[src/rtl/branch_resolve_queue.sv]
// In-order queue of branch predictions between fetch and execute.
// Pops the oldest prediction on each resolve, detects mispredicts, drives
// the BHT update port and raises a one-cycle flush with the corrected PC.
module branch_resolve_queue #(
  parameter int unsigned WIDTH_PC = 32,
  parameter int unsigned DEPTH    = 4
) (
  input  logic                      clk,
  input  logic                      rst,
  input  logic                      push_valid,
  input  logic [WIDTH_PC-1:0]       push_pc,
  input  logic                      push_hit,
  input  logic                      push_jump,
  input  logic [WIDTH_PC-1:0]       push_target,
  output logic                      full,
  output logic                      empty,
  output logic [$clog2(DEPTH):0]    count,
  input  logic                      resolve_valid,
  input  logic                      resolve_taken,
  input  logic [WIDTH_PC-1:0]       resolve_target,
  output logic                      flush,
  output logic [WIDTH_PC-1:0]       redirect_pc,
  output logic                      upd_valid,
  output logic                      upd_wrong,
  output logic [WIDTH_PC-1:0]       upd_pc,
  output logic [15:0]               br_cnt,
  output logic [15:0]               miss_cnt
);

  localparam int unsigned PTR_W = $clog2(DEPTH);
  localparam int unsigned CNT_W = PTR_W + 1;

  // Prediction storage; no reset needed, validity is tracked by count_q
  logic [WIDTH_PC-1:0] pc_mem  [DEPTH];
  logic [WIDTH_PC-1:0] tgt_mem [DEPTH];
  logic [DEPTH-1:0]    hit_mem;
  logic [DEPTH-1:0]    jump_mem;

  logic [PTR_W-1:0]    rd_ptr_q, rd_ptr_d, wr_ptr_q, wr_ptr_d;
  logic [CNT_W-1:0]    count_q, count_d;
  logic                full_q, full_d, empty_q, empty_d;
  logic                flush_q, flush_d;
  logic [WIDTH_PC-1:0] redirect_q, redirect_d;
  logic                upd_valid_q, upd_valid_d, upd_wrong_q, upd_wrong_d;
  logic [WIDTH_PC-1:0] upd_pc_q, upd_pc_d;
  logic [15:0]         br_cnt_q, br_cnt_d, miss_cnt_q, miss_cnt_d;

  logic                resolve_act, push_act, mispredict, pred_taken;
  logic [WIDTH_PC-1:0] ent_pc, ent_tgt;

  assign ent_pc  = pc_mem[rd_ptr_q];
  assign ent_tgt = tgt_mem[rd_ptr_q];

  // Evaluate the oldest entry against the execute outcome and compute next state
  always_comb begin
    rd_ptr_d    = rd_ptr_q;
    wr_ptr_d    = wr_ptr_q;
    count_d     = count_q;
    full_d      = full_q;
    empty_d     = empty_q;
    flush_d     = 1'b0;
    redirect_d  = redirect_q;
    upd_valid_d = 1'b0;
    upd_wrong_d = 1'b0;
    upd_pc_d    = upd_pc_q;
    br_cnt_d    = br_cnt_q;
    miss_cnt_d  = miss_cnt_q;

    // In the flush cycle the queue is already empty and execute is being killed
    resolve_act = resolve_valid & ~empty_q & ~flush_q;
    pred_taken  = hit_mem[rd_ptr_q] & jump_mem[rd_ptr_q];
    mispredict  = resolve_act &
                  ((pred_taken != resolve_taken) |
                   (pred_taken & resolve_taken & (ent_tgt != resolve_target)));
    push_act    = push_valid & ~full_q & ~mispredict & ~flush_q;

    if (resolve_act) begin
      upd_valid_d = 1'b1;
      upd_wrong_d = mispredict;
      upd_pc_d    = resolve_taken ? resolve_target : ent_pc;
      if (br_cnt_q != 16'hFFFF) br_cnt_d = br_cnt_q + 16'd1;
    end

    if (mispredict) begin
      flush_d    = 1'b1;
      redirect_d = resolve_taken ? resolve_target : ent_pc + WIDTH_PC'(4);
      if (miss_cnt_q != 16'hFFFF) miss_cnt_d = miss_cnt_q + 16'd1;
      rd_ptr_d   = '0;
      wr_ptr_d   = '0;
      count_d    = '0;
      full_d     = 1'b0;
      empty_d    = 1'b1;
    end else begin
      if (push_act)    wr_ptr_d = wr_ptr_q + PTR_W'(1);
      if (resolve_act) rd_ptr_d = rd_ptr_q + PTR_W'(1);
      count_d = count_q + CNT_W'(push_act) - CNT_W'(resolve_act);
      full_d  = (count_d == CNT_W'(DEPTH));
      empty_d = (count_d == '0);
    end
  end

  // Control and output registers with synchronous reset
  always_ff @(posedge clk) begin
    if (rst) begin
      rd_ptr_q    <= '0;
      wr_ptr_q    <= '0;
      count_q     <= '0;
      full_q      <= 1'b0;
      empty_q     <= 1'b1;
      flush_q     <= 1'b0;
      redirect_q  <= '0;
      upd_valid_q <= 1'b0;
      upd_wrong_q <= 1'b0;
      upd_pc_q    <= '0;
      br_cnt_q    <= '0;
      miss_cnt_q  <= '0;
    end else begin
      rd_ptr_q    <= rd_ptr_d;
      wr_ptr_q    <= wr_ptr_d;
      count_q     <= count_d;
      full_q      <= full_d;
      empty_q     <= empty_d;
      flush_q     <= flush_d;
      redirect_q  <= redirect_d;
      upd_valid_q <= upd_valid_d;
      upd_wrong_q <= upd_wrong_d;
      upd_pc_q    <= upd_pc_d;
      br_cnt_q    <= br_cnt_d;
      miss_cnt_q  <= miss_cnt_d;
    end
  end

  // Write accepted predictions into the slot at the write pointer
  always_ff @(posedge clk) begin
    if (!rst && push_act) begin
      pc_mem[wr_ptr_q]   <= push_pc;
      tgt_mem[wr_ptr_q]  <= push_target;
      hit_mem[wr_ptr_q]  <= push_hit;
      jump_mem[wr_ptr_q] <= push_jump;
    end
  end

  assign full        = full_q;
  assign empty       = empty_q;
  assign count       = count_q;
  assign flush       = flush_q;
  assign redirect_pc = redirect_q;
  assign upd_valid   = upd_valid_q;
  assign upd_wrong   = upd_wrong_q;
  assign upd_pc      = upd_pc_q;
  assign br_cnt      = br_cnt_q;
  assign miss_cnt    = miss_cnt_q;

endmodule

[config.mk]
export PLATFORM = sky130hd
export DESIGN_NAME = branch_resolve_queue
export DESIGN_NICKNAME = d
export VERILOG_FILES = /design/src/rtl/branch_resolve_queue.sv
export SDC_FILE = /design/constraint.sdc
export NUM_CORES = 1
export LEC_CHECK = 0
export CELL_PAD_IN_SITES_DETAIL_PLACEMENT = 2
export CELL_PAD_IN_SITES_GLOBAL_PLACEMENT = 2
export CORE_ASPECT_RATIO = 0.6
export CORE_UTILIZATION = 39
export DETAILED_ROUTE_END_ITERATION = 8
export HOLD_SLACK_MARGIN = 0.05
export PLACE_DENSITY = 0.91
export SLEW_MARGIN = 20
export SYNTH_ARGS = -nofsm -noshare
export SYNTH_HDL_FRONTEND = slang
export SYNTH_SLANG_ARGS = --single-unit
[constraint.sdc]
create_clock -name clk -period 6.45 [get_ports clk]
set_clock_uncertainty 0.1 [all_clocks]
set_input_delay 1.935 -clock clk [delete_from_list [all_inputs] [get_ports clk]]
set_output_delay 1.935 -clock clk [all_outputs]
set_load 0.05 [all_outputs]
==> results of run 1 <==
## per-stage QoR
| stage | power (µW) | cells | setup WS (ps) | cell area (µm²) | util (%) |
|---|---|---|---|---|---|
| 2_1_floorplan | 4065 | 1033 | 1301 | 15310 | - |
| 3_3_place_gp | 4613 | 1724 | 1181 | 17890 | 46.85 |
| 3_5_place_dp | 4720 | 1724 | 952.3 | 17890 | 46.85 |
| 4_1_cts | 6959 | 1790 | 1322 | 19100 | 50.02 |
| 5_1_grt | 7142 | 1796 | 1128 | 19120 | 50.06 |
| 6_report | 6931 | 1797 | 1368 | 19120 | 50.07 |
## worst min path at each step
stage | slack [ps] | endpoint | cells after the start | from
after floorplan | 430 | register | 2 | rd_ptr_q[1]
after global placement | 340 | redirect_pc[8] | 2 | redirect_pc[8]
after detailed placement | 360 | redirect_pc[8] | 2 | redirect_pc[8]
after CTS | 370 | redirect_pc[12] | 2 | redirect_pc[12]
after global routing | 390 | redirect_pc[15] | 2 | redirect_pc[15]
final | 370 | redirect_pc[12] | 2 | redirect_pc[12]
## synth_stat cells, types with 2 or more instances
master,number
mux2_1,8
o21ai_0,30
a211oi_1,2
inv_1,14
and2_1,4
buf_4,2
dfxtp_1,110
nor2b_1,14
nor2_2,2
buf_1,3
buf_2,9
nand4_1,25
mux4_2,50
nor4_1,6
a21oi_1,21
buf_8,2
o21ai_1,4
nand2b_1,4
xor2_1,20
nor3b_1,5
a311oi_1,34
buf_6,5
edfxtp_1,264
nand3_1,22
clkbuf_1,28
nor2_1,84
and3_1,11
o32ai_1,2
nand4_4,2
mux2i_1,4
inv_2,2
or3_1,6
and4_1,5
buf_12,2
mux4_1,14
nand2_1,101
nor3_1,9
xnor2_1,55
mux2_2,3
ha_1,10
a22o_1,13
nor4_2,2
## final cells by class
class | count | area, µm²
Timing Repair Buffer | 230 | 2235
Inverter | 16 | 60.06
Sequential cell | 374 | 10130
Multi-Input combinational cell | 591 | 4823
Clock buffer | 56 | 1077
Fill cell | 3504 | 19070
Clock inverter | 10 | 132.6
Antenna cell | 7 | 17.52
Tap cell | 513 | 641.9
## registers in the layout (all words and copies together) (netlist names), named ones only
register     flops
upd_valid        1
br_cnt          16
redirect_pc     32
pc_mem         128
upd_pc          32
empty            1
wr_ptr_q         2
rd_ptr_q         2
count            3
hit_mem          4
tgt_mem        128
upd_wrong        1
miss_cnt        16
flush            1
full             1
jump_mem         4
## layer usage
metal,vias to the layer above,routed length (µm),global-route usage (%)
met4,4,1205,8.453
met1,5432,22870,35.62
met3,74,3029,4.611
met5,-,34,0
met2,353,26270,43.69
li1,4397,-,-
## tightest hold or removal path, delay by kind of cell (launching register included)
family	cells	cell delay, ps
simple gates	1	60
compound gates	1	60
flops	1	310
## where the power goes
group          internal [µW]  switching (µW)
sequential              2820             169
clock                   1280             943
combinational            621            1100
## placed cells by master, fill, tap and decap left out, types with 30 or more instances in the layout
cell type	instances
a311oi_1	34
clkdlybuf4s50_1	204
nor2_1	84
mux4_2	50
edfxtp_1	264
o21ai_0	30
xnor2_1	55
nand2_1	101
dfxtp_1	108
clkbuf_16	39
## logic make-up (layout without fill, tap and decap cells)
| family | Yosys count | in the layout |
|---|---|---|
| xor+xnor | 75 | 75 |
| buf+inv | 68 | 312 |
| other cells | 0 | 7 |
| flops | 374 | 374 |
| simple gates | 311 | 311 |
| mux | 79 | 79 |
| compound gates | 115 | 115 |
| fa+ha+maj | 11 | 11 |
==> summary.md, run 1 <==
| Metric | Value |
|---|---|
| Kind of cell with the highest combined delay on the critical path | simple AND/OR/NAND/NOR gates |
| Cts hold-fix bufs | 0 |
| Post-synthesis mux area share | a little over a tenth |
| Tightest Pin Transition | between 900 and 1000 ps |
| Root Driver | clkbuf_16 |
| Critical Path Start | resolve_target[13] |
| Worst min-delay path class | reg -> reg |
| CP endpoint kind | register |
| Maxcap violations | 0 |
| Maximum clock rate | about 200 MHz |
| CTS max path bufs | 3 |
| Chip height | around 160 µm |
| Crit path depth | 15 |
| EDFF count, synth | about 260 |
| Reg2reg end | empty |
| Max incr delay on CP | ~470 ps |
| Endpoints failing hold | 0 |
| CTS tree | built |
| Critical Path AT | about 5500 ps |
| Cts bufs inserted | 36 |
| Initial antenna violation count | 9 |
| Post-synth ARST share | 0% |
| Vias | slightly above 10,000 |
| Iter 0 DRT Violations | between 700 and 800 |
| Crit path max fanout | 3 |
| Sequential share of the synthesized area | approximately 66% |
| Clock Sinks | 374 |
| GRT overflow | 0 |
| # nets final | approximately 1,400 |
| Skew-Pair Late Insertion Delay | 550 ps |
| Status | completed |
| Critical path class | in -> reg |
| Synth Net Count | 1,147 |
| Cell count after synthesis | 1,033 |
| Static leakage | 0.006203 µW |
| Final worst path period need | just over 5000 ps |
| RSZ-0062 raised after global routing | false |
| Setup TNS | 0 ps |
| Syn. warnings | 0 |
| Core region area | between 30,000 and 40,000 µm² |
| Leading area contributor after synthesis | edfxtp_1 |
| Number of global-route vias before repair | ~11,000 |
| Simple-gate portion of the synthesized area | 10.14% |
| Min Hold Slack | 371.5 ps |
| Slowest-stage cell, CP | nor3_1 |
| Wire per inst | 29.72 µm |
| Reg clk slew, reported paths | 70 ps |
| Number of core rows | 55 |
| CP required | between 6000 and 7000 ps |
| Mapped cell area | between 15,000 and 20,000 µm² |
| Resized Gates After CTS | 0 |
| Die area | approximately 40,000 µm² |
| Setup Buffers After CTS | 0 |
| Post-route ant nets | 0 |
| P&R area growth vs syn | 24.87% |
| # H-tree levels | 2 |
| Area contributors post-synth | edfxtp_1, dfxtp_1, mux4_2 |
| Port Buffer Count | between 200 and 250 |
| DRC Markers | 0 |
| Die W | roughly 260 µm |
| Fin crit share | about four fifths |
| Post-Synth XOR/XNOR Area | around 4.3% |
| Critical Path End | empty |
| Largest family of logic cells by synthesized area | multiplexers |
| Max IR drop VDD | 0.1566 mV |
| Largest net degree at the start of global routing | 70 |
| Routed vias/inst | roughly 5.7 |
| Global-route wire length before repair | 77,160 µm |
| Compound-Gate Fraction of Synth Area | ~5.2% |
| Pwr Density | around 360 nW/µm² |
| WP buf/inv | 3 |
| Starting Density | about two fifths |
| Synth top area share | 51.77% |
| Tot GR Track Use | about a quarter |
| Share of cells above drive strength 1 | between 10% and 20% |
| Max Slew Vio Count | 0 |
| Yosys reg bits | between 300 and 400 |
| Final Wtd Congestion | 0.8248 |
| Final count of negative-setup-slack endpoints | 0 |
| WL final | between 50,000 and 60,000 µm |
| IO Count | ~210 |
| Slew margin rel. | 36.74% |
| Post-synth top flop | edfxtp_1 |
| Flop2flop setup slack | ~1400 ps |
| Pre-Repair DR Iteration Count | 5 |
| CP cell instances | clkdlybuf4s50_1, xnor2_1, nand4_1, nor3_1, a31o_2, nand2_1, ha_1, inv_1, ha_1, inv_1, fa_1, xor2_1, xnor2_1, nand3b_1, nand2_1 |
| Hpwl dp | around 36,000 µm |
| Post-synth cell types | 62 |
| CP Launch Type | input pin |
| Reg2reg path depth | 16 |
| Mapped Avg Cell Area | 14.82 µm² |
| Post-Synth Adder-Cell Area | 0.9478% |
(Power assumes the default switching activity.)
==> run 2: changes to the inputs <==
--- a/config.mk
+++ b/config.mk
@@ -8,10 +8,10 @@
 export CELL_PAD_IN_SITES_DETAIL_PLACEMENT = 2
 export CELL_PAD_IN_SITES_GLOBAL_PLACEMENT = 2
 export CORE_ASPECT_RATIO = 0.6
-export CORE_UTILIZATION = 39
+export CORE_UTILIZATION = 35
 export DETAILED_ROUTE_END_ITERATION = 8
 export HOLD_SLACK_MARGIN = 0.05
-export PLACE_DENSITY = 0.91
+export PLACE_DENSITY = 0.87
 export SLEW_MARGIN = 20
 export SYNTH_ARGS = -nofsm -noshare
 export SYNTH_HDL_FRONTEND = slang
==> constraint.sdc (replaced) <==
create_clock -name clk -period 4.1 [get_ports clk]
set_clock_uncertainty 0.1 [all_clocks]
set_input_delay 1.23 -clock clk [delete_from_list [all_inputs] [get_ports clk]]
set_output_delay 1.23 -clock clk [all_outputs]
set_load 0.05 [all_outputs]
==> summary.md, run 2 (synthesis results as in run 1) <==
| Metric | Value |
|---|---|
| Max incr delay on CP | 590 ps (+120 ps) |
| CTS max path bufs | 3 (unchanged) |
| # H-tree levels | 2 (unchanged) |
| Largest net degree at the start of global routing | 64 (-8.6%) |
| Clock power share | 30.9% (-1.2 points) |
| Max IR drop VDD | 0.2351 mV (+50%) |
| Maxcap violations | 0 (unchanged) |
| Iter 0 DRT Violations | 760 (+3.0%) |
| Leading registers by flop count | pc_mem: 128 flops, tgt_mem: 128 flops |
| Fin util | 46.63% (-3.4 points) |
| IO Count | 207 (unchanged) |
| NetSw | 3577 µW (+62%) |
| Worst min-delay path class | reg -> reg |
| Core region area | 42,530 µm² (+11%) |
| Slew margin rel. | 38.81% (+2.1 points) |
| Filler cells | 4,103 (+17%) |
| Root Driver | clkbuf_16 |
| Die W | 272.0 µm (+5.5%) |
| Final worst path period need | 4030 ps |
| Static leakage | 0.006564 µW (+5.8%) |
| Leading cell type in the layout, fill and taps excluded | edfxtp_1 |
| Routed vias/inst | 5.442 (-4.7%) |
| Slowest-stage cell, CP | mux4_2 |
| Endpoints failing hold | 0 (unchanged) |
| Tot GR Track Use | 24.65% (-1.8 points) |
| Comb power frac | 27.4% (+2.6 points) |
| Port Buffer Count | 206 (unchanged) |
| CTS tree | built |
| Pwr Density | 557.7 nW/µm² (+54%) |
| Number of core rows | 58 (+5.5%) |
| CP required | 4490 ps (-2350 ps) |
| Crit path max fanout | 10 (+7) |
| DRC Markers | 0 (unchanged) |
| Final count of negative-setup-slack endpoints | 0 (unchanged) |
| Post-route ant nets | 0 (unchanged) |
| Share of cells above drive strength 1 | 17.25% (+5.3 points) |
| Initial antenna violation count | 7 (-2) |
| Cts bufs inserted | 39 (+8.3%) |
| RSZ-0062 raised after global routing | true |
| Clock Sinks | 374 (unchanged) |
| Vias | 10,410 (+1.5%) |
| Hpwl dp | 38,560 µm (+7.0%) |
| CP Launch Type | register |
| P&R area growth vs syn | 29.50% |
| Placed cell area | 18,440 µm² (+3.1%) |
| Critical Path AT | 4420 ps (-1050 ps) |
| Starting Density | 36.01% (-4.1 points) |
| Fin area | 19,830 µm² (+3.7%) |
| Number of global-route vias before repair | 11,580 (+4.2%) |
| Final Wtd Congestion | 0.8151 (-1.2%) |
| Sequential power share | 41.7% (-1.4 points) |
| # nets final | 1,422 (+4.3%) |
| Pre-Repair DR Iteration Count | 7 (+2) |
| Fin crit share | between 90% and 100% |
| Wire per inst | 28.44 µm (-4.3%) |
| Critical path class | reg -> reg |
| Chip height | 164.0 µm (+5.5%) |
| Reg clk slew, reported paths | 60 ps (about the same) |
| GRT overflow | 0 (unchanged) |
| Max Slew Vio Count | 0 (unchanged) |
| Die area | 44,620 µm² (+11%) |
| CP cell instances | buf_12, buf_12, mux4_2, xnor2_2, nand4_1, buf_4, nor4_4, a31o_2, nand2_1, ha_1, inv_1, ha_1, inv_1, fa_2, xor2_2, xnor2_2, nand3b_1, nand2_1 |
| Global-route wire length before repair | 79,950 µm (+3.6%) |
| Tightest Pin Transition | 917.8 ps (-31.12 ps) |
| Most frequent cells in the layout | edfxtp_1, clkdlybuf4s50_1, dfxtp_1 |
| Int Pwr | 7483 µW (+59%) |
| Maximum clock rate | around 250 MHz |
| Status | completed |
| Skew-Pair Late Insertion Delay | 560 ps (about the same) |
| Switch share | 32.34% (+0.42 points) |
| CP endpoint kind | register |
| WL final | 54,400 µm (+1.9%) |
## run 2: cell types whose count changed in the layout (fill, tap and decap cells not counted), sizes merged
cell,delta
clkinvlp,+3
clkbuf,-6
diode,-3
clkinv,+10
buf,+56
bufinv,-1
## run 2: through the flow
| stage | setup TNS (ps) | total power, µW | worst slack (ps) | instances | hold slack [ps] |
|---|---|---|---|---|---|
| final | 0 | 11060 | 70.35 | 1913 | 367.2 |
| after global routing | -44.14 | 11440 | -30.47 | 1910 | 377.4 |
| after CTS | 0 | 11110 | 0.07594 | 1909 | 366.6 |
| after detailed placement | -43140 | 7583 | -644.8 | 1828 | 358.5 |
| after global placement | -786.0 | 7407 | -294.5 | 1828 | 344.7 |
| after floorplan | 0 | 6387 | 62.28 | 1033 | 428.5 |
## run 2: worst paths after layout
check / start / end / slack (ps) / depth (start not counted)
max: register / empty / 70 / 18
min: redirect_pc[6] / redirect_pc[6] / 370 / 2
max reg2reg: register / empty / 70 / 18
min reg2reg: redirect_pc[6] / redirect_pc[6] / 370 / 2
## run 2: critical path, delay by kind of cell (launching register included)
| family | cells | cell delay (ps) |
|---|---|---|
| muxes | 1 | 590 |
| xor gates and xnor gates | 3 | 620 |
| DFF | 1 | 370 |
| buffers and inverters | 5 | 610 |
| and+or+nand+nor | 5 | 660 |
| adders and majority gates | 3 | 790 |
| AOI/OAI and AO/OA | 1 | 230 |
## run 2: layer usage
metal / GRT usage [%] / wire, µm / share of wire, % / vias up
li1: - / - / - / 4504
met1: 31.21 / 22600 / 42 / 5477
met2: 42.51 / 27180 / 50 / 325
met3: 5.000 / 3021 / 5.6 / 99
met4: 7.891 / 1559 / 2.9 / 6
met5: 0 / 44 / 0.081 / -
## run 2: power by group through the flow
stage / Clock, µW / Combinational [µW] / Sequential (µW)
after floorplan: 0 / 1300 / 5090
after global placement: 0 / 2730 / 4670
after detailed placement: 0 / 2870 / 4720
after CTS: 3490 / 3010 / 4610
after global routing: 3630 / 3170 / 4640
final: 3420 / 3030 / 4610
## run 2: timing repair
action,CTS,global route
hold buffers,0,0
pin swaps,3,7
resized for setup,9,11
setup endpoints to repair,20,31
buffers inserted,9,0
hold endpoints to repair,0,0
## run 2: layout make-up
class | count | area [µm²] | share of cell area (%)
inverters | 16 | 60.06 | 0.3028
multi-input cells | 591 | 4906 | 24.74
diodes | 4 | 10.01 | 0.05047
repair buffers | 286 | 2813 | 14.18
well taps | 570 | 713.2 | 3.596
clock buffers | 50 | 1027 | 5.180
flip-flops and latches | 374 | 10130 | 51.10
clock inverters | 22 | 167.7 | 0.8454
